### src/rtl/mem_port_arbiter_pkg.sv
// Shared constants and FSM encoding for the fetch/data memory port arbiter.
package mem_port_arbiter_pkg;

    localparam int XLEN         = 32;
    localparam int STARVE_CNT_W = 8;

    typedef enum logic [1:0] {
        ARB_IDLE  = 2'd0,
        ARB_OWN_I = 2'd1,
        ARB_OWN_D = 2'd2
    } arb_state_e;

endpackage

### src/rtl/mem_port_arbiter_starve_cnt.sv
// Fetch starvation counter: counts denied fetch cycles, saturates, clears on a fetch grant,
// and flags when fetch must be allowed to win the next arbitration.
module arb_starve_cnt
    import mem_port_arbiter_pkg::*;
#(
    parameter int STARVE_MAX = 4
) (
    input  logic clk_i,
    input  logic rst_i,
    input  logic req_i,
    input  logic gnt_i,
    output logic starve_o
);

    logic [STARVE_CNT_W-1:0] cnt_q, cnt_d;

    always_comb begin
        cnt_d = cnt_q;
        if (gnt_i) begin
            cnt_d = '0;
        end else if (req_i && (cnt_q != {STARVE_CNT_W{1'b1}})) begin
            cnt_d = cnt_q + 1'b1;
        end
    end

    always_ff @(posedge clk_i or negedge rst_i) begin
        if (!rst_i) begin
            cnt_q <= '0;
        end else begin
            cnt_q <= cnt_d;
        end
    end

    // Registered count only, so the fetch grant never loops back combinationally.
    assign starve_o = (int'(cnt_q) >= STARVE_MAX);

endmodule

### src/rtl/mem_port_arbiter.sv
// Single-port memory arbiter between fetch and data requesters, one access in flight.
// Define ARB_STARVE_GUARD_EN to build the fetch starvation guard; otherwise data always wins.
module mem_port_arbiter
    import mem_port_arbiter_pkg::*;
#(
    parameter int ADDR_W     = XLEN,
    parameter int DATA_W     = XLEN,
    parameter int STARVE_MAX = 4
) (
    input  logic                clk_i,
    input  logic                rst_i,
    input  logic                if_req_i,
    input  logic [ADDR_W-1:0]   if_addr_i,
    output logic                if_gnt_o,
    output logic                if_rvalid_o,
    output logic [DATA_W-1:0]   if_rdata_o,
    input  logic                d_req_i,
    input  logic                d_we_i,
    input  logic [ADDR_W-1:0]   d_addr_i,
    input  logic [DATA_W-1:0]   d_wdata_i,
    input  logic [DATA_W/8-1:0] d_be_i,
    output logic                d_gnt_o,
    output logic                d_rvalid_o,
    output logic [DATA_W-1:0]   d_rdata_o,
    output logic                mem_req_o,
    output logic                mem_we_o,
    output logic [ADDR_W-1:0]   mem_addr_o,
    output logic [DATA_W-1:0]   mem_wdata_o,
    output logic [DATA_W/8-1:0] mem_be_o,
    input  logic                mem_rvalid_i,
    input  logic [DATA_W-1:0]   mem_rdata_i
);

    arb_state_e state_q, state_d;
    logic       resp_i, resp_d;
    logic       arb_en, pick_i, pick_d;
    logic       starve_hit;

`ifdef ARB_STARVE_GUARD_EN
    arb_starve_cnt #(
        .STARVE_MAX (STARVE_MAX)
    ) u_starve_cnt (
        .clk_i    (clk_i),
        .rst_i    (rst_i),
        .req_i    (if_req_i),
        .gnt_i    (if_gnt_o),
        .starve_o (starve_hit)
    );
`else
    assign starve_hit = 1'b0;
`endif

    // A response is only meaningful while a port owns the memory; stray ones in IDLE drop out.
    assign resp_i = (state_q == ARB_OWN_I) && mem_rvalid_i;
    assign resp_d = (state_q == ARB_OWN_D) && mem_rvalid_i;

    // rst_i gating keeps every output low while reset is held, even with requests present.
    assign arb_en = rst_i && ((state_q == ARB_IDLE) || resp_i || resp_d);
    assign pick_i = arb_en && if_req_i && (starve_hit || !d_req_i);
    assign pick_d = arb_en && d_req_i && !pick_i;

    always_ff @(posedge clk_i or negedge rst_i) begin
        if (!rst_i) begin
            state_q <= ARB_IDLE;
        end else begin
            state_q <= state_d;
        end
    end

    always_comb begin
        state_d = state_q;
        case (state_q)
            ARB_IDLE: begin
                if (pick_d)      state_d = ARB_OWN_D;
                else if (pick_i) state_d = ARB_OWN_I;
            end
            ARB_OWN_I, ARB_OWN_D: begin
                if (resp_i || resp_d) begin
                    if (pick_d)      state_d = ARB_OWN_D;
                    else if (pick_i) state_d = ARB_OWN_I;
                    else             state_d = ARB_IDLE;
                end
            end
            default: state_d = ARB_IDLE;
        endcase
    end

    always_comb begin
        if_gnt_o    = pick_i;
        d_gnt_o     = pick_d;
        mem_req_o   = pick_i || pick_d;
        mem_we_o    = 1'b0;
        mem_addr_o  = '0;
        mem_wdata_o = '0;
        mem_be_o    = '0;
        if (pick_d) begin
            mem_we_o    = d_we_i;
            mem_addr_o  = d_addr_i;
            mem_wdata_o = d_wdata_i;
            mem_be_o    = d_be_i;
        end else if (pick_i) begin
            mem_addr_o  = if_addr_i;
            mem_be_o    = '1;
        end
        if_rvalid_o = resp_i;
        d_rvalid_o  = resp_d;
        if_rdata_o  = resp_i ? mem_rdata_i : '0;
        d_rdata_o   = resp_d ? mem_rdata_i : '0;
    end

endmodule

### config.mk
export PLATFORM = sky130hd
export DESIGN_NAME = mem_port_arbiter
export DESIGN_NICKNAME = d
export VERILOG_FILES = /design/src/rtl/mem_port_arbiter_pkg.sv /design/src/rtl/mem_port_arbiter_starve_cnt.sv /design/src/rtl/mem_port_arbiter.sv
export SDC_FILE = /design/constraint.sdc
export NUM_CORES = 1
export LEC_CHECK = 0
export ABC_AREA = 1
export BUFFER_PORTS_ARGS = -buffer_cell sky130_fd_sc_hd__buf_4
export CORE_AREA = 10 10 99 101
export CTS_CLUSTER_DIAMETER = 120
export CTS_CLUSTER_SIZE = 12
export DETAILED_ROUTE_END_ITERATION = 6
export DIE_AREA = 0 0 109 111
export REMOVE_ABC_BUFFERS = 1
export SLEW_MARGIN = 30
export SYNTH_ARGS = -nofsm -noshare
export SYNTH_HDL_FRONTEND = slang
export SYNTH_SLANG_ARGS = --single-unit
### constraint.sdc
create_clock -name clk_i -period 1.9 [get_ports clk_i]
set_input_delay 0.285 -clock clk_i [delete_from_list [all_inputs] [get_ports clk_i]]
set_output_delay 0.285 -clock clk_i [all_outputs]
set_load 0.02 [all_outputs]
# [Word level (Yosys, flattened, before mapping)]
# Index checks and enable logic that the tools add are counted.
[op_classes] n_reduce_logical=16 muxes=14 eq_ne=4
[op_table] cell="2-to-1 mux 32 bit" n=5
[op_table] cell="2-to-1 mux 2 bit" n=4
[op_table] cell="2-to-1 mux 4 bit" n=2
[op_table] cell="logical AND 1 bit" n=7
[op_table] cell="logical OR 1 bit" n=4
[op_table] cell="case mux 2 bit (2 select lines)" n=1
[op_table] cell="!= test 3 bit (second input constant)" n=1
[op_table] cell="== test 2 x 1 -> 1 bit (second input constant)" n=1
[op_table] cell="== test 2 bit (second input constant)" n=1
[op_table] cell="logical NOT 1 bit" n=2
[op_table] cell="logical NOT 2 bit" n=1
[op_table] cell="2-to-1 mux 1 bit" n=2
[op_table] cell="!= test 2 bit (second input constant)" n=1
[op_table] cell="AND reduction 2 bit" n=1
[op_table] cell="OR reduction 2 bit" n=1
[totals] out_inout_bits=138 in_bits=138 register_bits=2 wordCells=35

# [Longest topological paths before layout]
[logic_depth] word_depth=12 depth_mapped=11 mapped_depth_nobuf=10

# [Least setup slack after synthesis]
# Ideal clock, no wire load.
[synth_path] kind="reg-to-output" from="register state_q[0]" to="output mem_addr_o[22]" t_arrival_ps=1535 t_required_ps=1615 stages_incl_launch_ff=12 setup_slack_ps=80 path_buffers=1 path_cell_list="dfrtp_1 inv_1 ha_1 nand2_2 nand3_2 nand2_1 inv_2 nand2_2 inv_2 buf_2 nand2_1 nand2_1"
[synth_via] elab_chain_cells=10 word_cells_on_any_way=15 classes_between="2 x eq/ne; 2 x mux; 11 x reduce/logical"
[synth_rtl] item="from (decl)" line="mem_port_arbiter.sv:34" text="arb_state_e state_q, state_d;"
[synth_rtl] item="from (signal assigned)" line="mem_port_arbiter.sv:66" text="state_q <= state_d;"
[synth_rtl] item="== test 2 x 1 -> 1 bit" line="mem_port_arbiter.sv:54" text="assign resp_i = (state_q == ARB_OWN_I) && mem_rvalid_i;"
[synth_rtl] item="logical AND 1 bit" line="mem_port_arbiter.sv:54"
[synth_rtl] item="logical OR 1 bit" line="mem_port_arbiter.sv:58" text="assign arb_en = rst_i && ((state_q == ARB_IDLE) || resp_i || resp_d);"
[synth_rtl] item="logical OR 1 bit *" line="mem_port_arbiter.sv:58"
[synth_rtl] item="logical AND 1 bit *" line="mem_port_arbiter.sv:58"
[synth_rtl] item="logical AND 1 bit * (2 in series)" line="mem_port_arbiter.sv:59" text="assign pick_i = arb_en && if_req_i && (starve_hit || !d_req_i);"
[synth_rtl] item="net if_gnt_o" line="mem_port_arbiter.sv:14" text="output logic if_gnt_o,"
[synth_rtl] item="logical NOT 1 bit" line="mem_port_arbiter.sv:60" text="assign pick_d = arb_en && d_req_i && !pick_i;"
[synth_rtl] item="logical AND 1 bit" line="mem_port_arbiter.sv:60"
[synth_rtl] item="2-to-1 mux 32 bit *" line="mem_port_arbiter.sv:96" text="if (pick_d) begin"
[synth_rtl] item="to (decl)" line="mem_port_arbiter.sv:27" text="output logic [ADDR_W-1:0] mem_addr_o,"
# Mark *: on every way through the listed nets, which the timed path passes. The rest lies on a longest branch.

# [Worst setup path after layout]
[layout_path] from="register state_q[0]" to="output mem_wdata_o[8]"
[layout_via] elab_chain_cells=10 word_cells_on_any_way=14 classes_between="2 x eq/ne; 1 x mux; 11 x reduce/logical"
[layout_rtl] item="== test 2 x 1 -> 1 bit" line="mem_port_arbiter.sv:54"
[layout_rtl] item="logical AND 1 bit" line="mem_port_arbiter.sv:54"
[layout_rtl] item="logical OR 1 bit" line="mem_port_arbiter.sv:58"
[layout_rtl] item="logical OR 1 bit *" line="mem_port_arbiter.sv:58"
[layout_rtl] item="logical AND 1 bit *" line="mem_port_arbiter.sv:58"
[layout_rtl] item="logical AND 1 bit (2 in series)" line="mem_port_arbiter.sv:59"
[layout_rtl] item="logical NOT 1 bit" line="mem_port_arbiter.sv:60"
[layout_rtl] item="logical AND 1 bit *" line="mem_port_arbiter.sv:60"
[layout_rtl] item="2-to-1 mux 32 bit *" line="mem_port_arbiter.sv:96"
[layout_rtl] item="to (decl)" line="mem_port_arbiter.sv:28" text="output logic [DATA_W-1:0] mem_wdata_o,"
# Mark *: on every way between the ends. The rest lies on a longest branch, timed or not.

==> results.sh <==
export IMPL_syn_area_mm2=0.001336
export IMPL_peakVddDrop_mv=0.2448
export IMPL_layout_drive_gt1_share_pct=53.48
export IMPL_finalCriticalPeriod_ns=2.001
export IMPL_powerDensity_mw_per_mm2=621.9
export IMPL_cp_top_family="buffers and inverters"
export IMPL_worstPathArrival_ns=1.72
export IMPL_grt_usage_pct=15.14
export IMPL_worst_slack_ns=-0.1012
export IMPL_cts_tree="yes"
export IMPL_cpPeakStageDelay_ns=0.40
export IMPL_setup_tns_ns=-5.911
export IMPL_synth_seq_area_share_pct=3.745
export IMPL_clk_latency_ns=0.22
export IMPL_ys_seq_elements=2
export IMPL_cp_cell_sequence="inv_2 -> ha_2 -> nand2_2 -> nand3_2 -> nand2_2 -> clkinv_4 -> nand2_4 -> buf_12 -> nor2_2 -> buf_6"
export IMPL_antenna_found_initial=0
export IMPL_vias=2823
export IMPL_path_max_fanout=14
export IMPL_min_path_type="in2async"
export IMPL_die_area_mm2=0.01210
export IMPL_first_global_vias=2748
export IMPL_grt_overflow=0
export IMPL_path_buf_inv=4
export IMPL_max_slew_margin_rel_pct=71.99
export IMPL_crit_type="reg2out"
export IMPL_die_x_um=109
export IMPL_drtIter0Drc=128
export IMPL_viasPerCell=3.982
export IMPL_drt_pass1_iter_count=4
export IMPL_worstMarginPinSlew_ns=0.4187
export IMPL_setup_violations=69
export IMPL_status="complete, but fails checks"
export IMPL_core_area_mm2=0.007969
export IMPL_finalClockSkew_ns=0.006019
export IMPL_nets=748
export IMPL_final_core_util_pct=47.97
export IMPL_clock_sinks=2
export IMPL_port_buffers=275
export IMPL_yosysWarnings=0
export IMPL_grt_max_degree=35
export IMPL_cts_root_buf="clkbuf_8"
export IMPL_num_antenna_cells=0
export IMPL_failed_checks="negative setup slack"
export IMPL_pin_count=276
export IMPL_routed_wl_um=10990
export IMPL_crit_path_top_delay_cell="dfrtp_1"
export IMPL_holdWs_ns=0.4424
export IMPL_synth_distinct_cells=19
export IMPL_max_cap_violations=0
export IMPL_drc=0
export IMPL_fmax_mhz=499.7
export IMPL_placementRows=33
export IMPL_regMostFlops="state_q"
export IMPL_leakage_nw=2.591
export IMPL_gp_congestion=0.8774
export IMPL_die_height_um=111
export IMPL_area_growth_pct=186.0
export IMPL_rsz0062_at_grt="true"
export IMPL_place_hpwl_um=8822
export IMPL_period_share_pct=105.3
export IMPL_cpMostUsedCell="nand2_2"
export IMPL_synth_cells=320
export IMPL_hold_viol=0
export IMPL_clockBufferDepth=2
export IMPL_drtAntennaViolNets=0
export IMPL_htreeDepth=1
export IMPL_critPathRequiredTime_ns=1.62
export IMPL_reg_largest_list="state_q x2"
export IMPL_grt_pass1_wl_um=14920
export IMPL_largest_reg_flops=2
export IMPL_initial_core_util_pct=16.77
export IMPL_path_clk_slew_ns=0.03
export IMPL_slew_viol_final=0
export IMPL_syn_avg_cell_area_um2=4.176
export IMPL_crit_path_end_kind="output port"
export IMPL_start_kind="flip-flop"
export IMPL_wire_per_inst_um=15.50
export IMPL_cts_buffers=3
## path summary, 6_finish.rpt
check,from,end,slack [ns],cells after the start
max,state_q[0]$_DFFE_PN0P_,mem_wdata_o[8],-0.10,10
min,rst_i,state_q[1]$_DFFE_PN0P_,0.44,2
max reg2reg,state_q[0]$_DFFE_PN0P_,state_q[1]$_DFFE_PN0P_,0.29,8
min reg2reg,state_q[1]$_DFFE_PN0P_,state_q[1]$_DFFE_PN0P_,0.66,3
max in group asynchronous,rst_i,state_q[0]$_DFFE_PN0P_,1.32,2
min in group clk_i,rst_i,state_q[0]$_DFFE_PN0P_,0.50,5
## synth_stat cells, drive strengths merged
| cell type | instances | area share (%) |
|---|---|---|
| a21boi | 1 | 0.56 |
| a21o | 1 | 0.56 |
| a21oi | 1 | 0.37 |
| buf | 15 | 5.6 |
| dfrtp | 2 | 3.7 |
| ha | 4 | 3.7 |
| inv | 75 | 21 |
| nand2 | 117 | 34 |
| nand3 | 2 | 1.1 |
| nand4 | 1 | 0.47 |
| nor2 | 99 | 28 |
| o211ai | 1 | 0.56 |
| o21bai | 1 | 0.56 |
## metrics by stage
step | power [mW] | std cells | area, µm² | setup slack [ns]
after floorplan | 1.013 | 305 | 1261 | -0.4831
after global placement | 1.993 | 695 | 3532 | -0.05527
after detailed placement | 2.011 | 695 | 3532 | -0.1181
after CTS | 2.237 | 700 | 3625 | -0.1206
after global routing | 2.560 | 709 | 3822 | -0.2273
final | 2.377 | 709 | 3822 | -0.1012
## cells in the final DEF (no fill, tap or decap)
cell,Yosys,routed
nand2_2,4,9
nand2_4,0,1
o21bai_1,1,1
dlygate4sd3_1,0,1
inv_8,0,1
nand3_1,1,1
ha_2,0,2
buf_12,0,1
clkinv_4,0,1
buf_4,3,282
a21oi_1,1,1
buf_6,0,4
nor2_1,99,94
inv_2,2,3
nand2_1,113,106
clkbuf_8,0,3
ha_1,4,2
clkbuf_16,0,1
nor2_2,0,5
nand4_1,1,1
a21boi_0,1,1
o211ai_1,1,1
nand3_2,1,1
dfrtp_1,2,2
a21o_1,1,1
inv_1,72,69
nand2_8,0,2
clkinv_8,0,4
inv_6,0,3
## area by class of cell
| class | count | area, µm² |
|---|---|---|
| Clock buffer | 3 | 41.29 |
| Fill cell | 832 | 4146 |
| Inverter | 75 | 311.5 |
| Multi-Input combinational cell | 229 | 1001 |
| Sequential cell | 2 | 50.05 |
| Tap cell | 105 | 131.4 |
| Timing Repair Buffer | 289 | 2217 |
| Timing Repair inverter | 6 | 70.07 |
## routing by layer
layer | GRT usage, % | share of wire [%] | wire length, µm
met1 | 13.84 | 34 | 3792
met2 | 30.09 | 54 | 5985
met3 | 5.814 | 10 | 1099
met4 | 2.814 | 1.0 | 114
met5 | 0 | 0 | 0
## cells by family (layout without fill, tap and decap cells)
kind of cell | after synthesis | count (layout) | share of synthesized area (%)
AOI/OAI and AO/OA | 5 | 5 | 2.622
adders and majority gates | 4 | 4 | 3.745
buffers and inverters | 90 | 373 | 26.87
DFF | 2 | 2 | 3.745
and+or+nand+nor | 219 | 220 | 63.02
## timing repair
| item | CTS | global route |
|---|---|---|
| endpoints found under the hold margin | 2 | 0 |
| gates cloned | 1 | 8 |
| setup buffers | 0 | 1 |
| hold buffers | 1 | 0 |
| resized for setup | 11 | 31 |
| setup endpoints to repair | 71 | 89 |
## power by group
part	total [mW]	internal [mW]	leakage [nW]	switching [mW]
sequential	0.0736	0.0586	0.0260	0.0149
combinational	2.13	0.924	2.54	1.21
clock	0.174	0.134	0.0216	0.0392
total	2.38	1.12	2.59	1.26
Power figures use the tool's default switching activity.
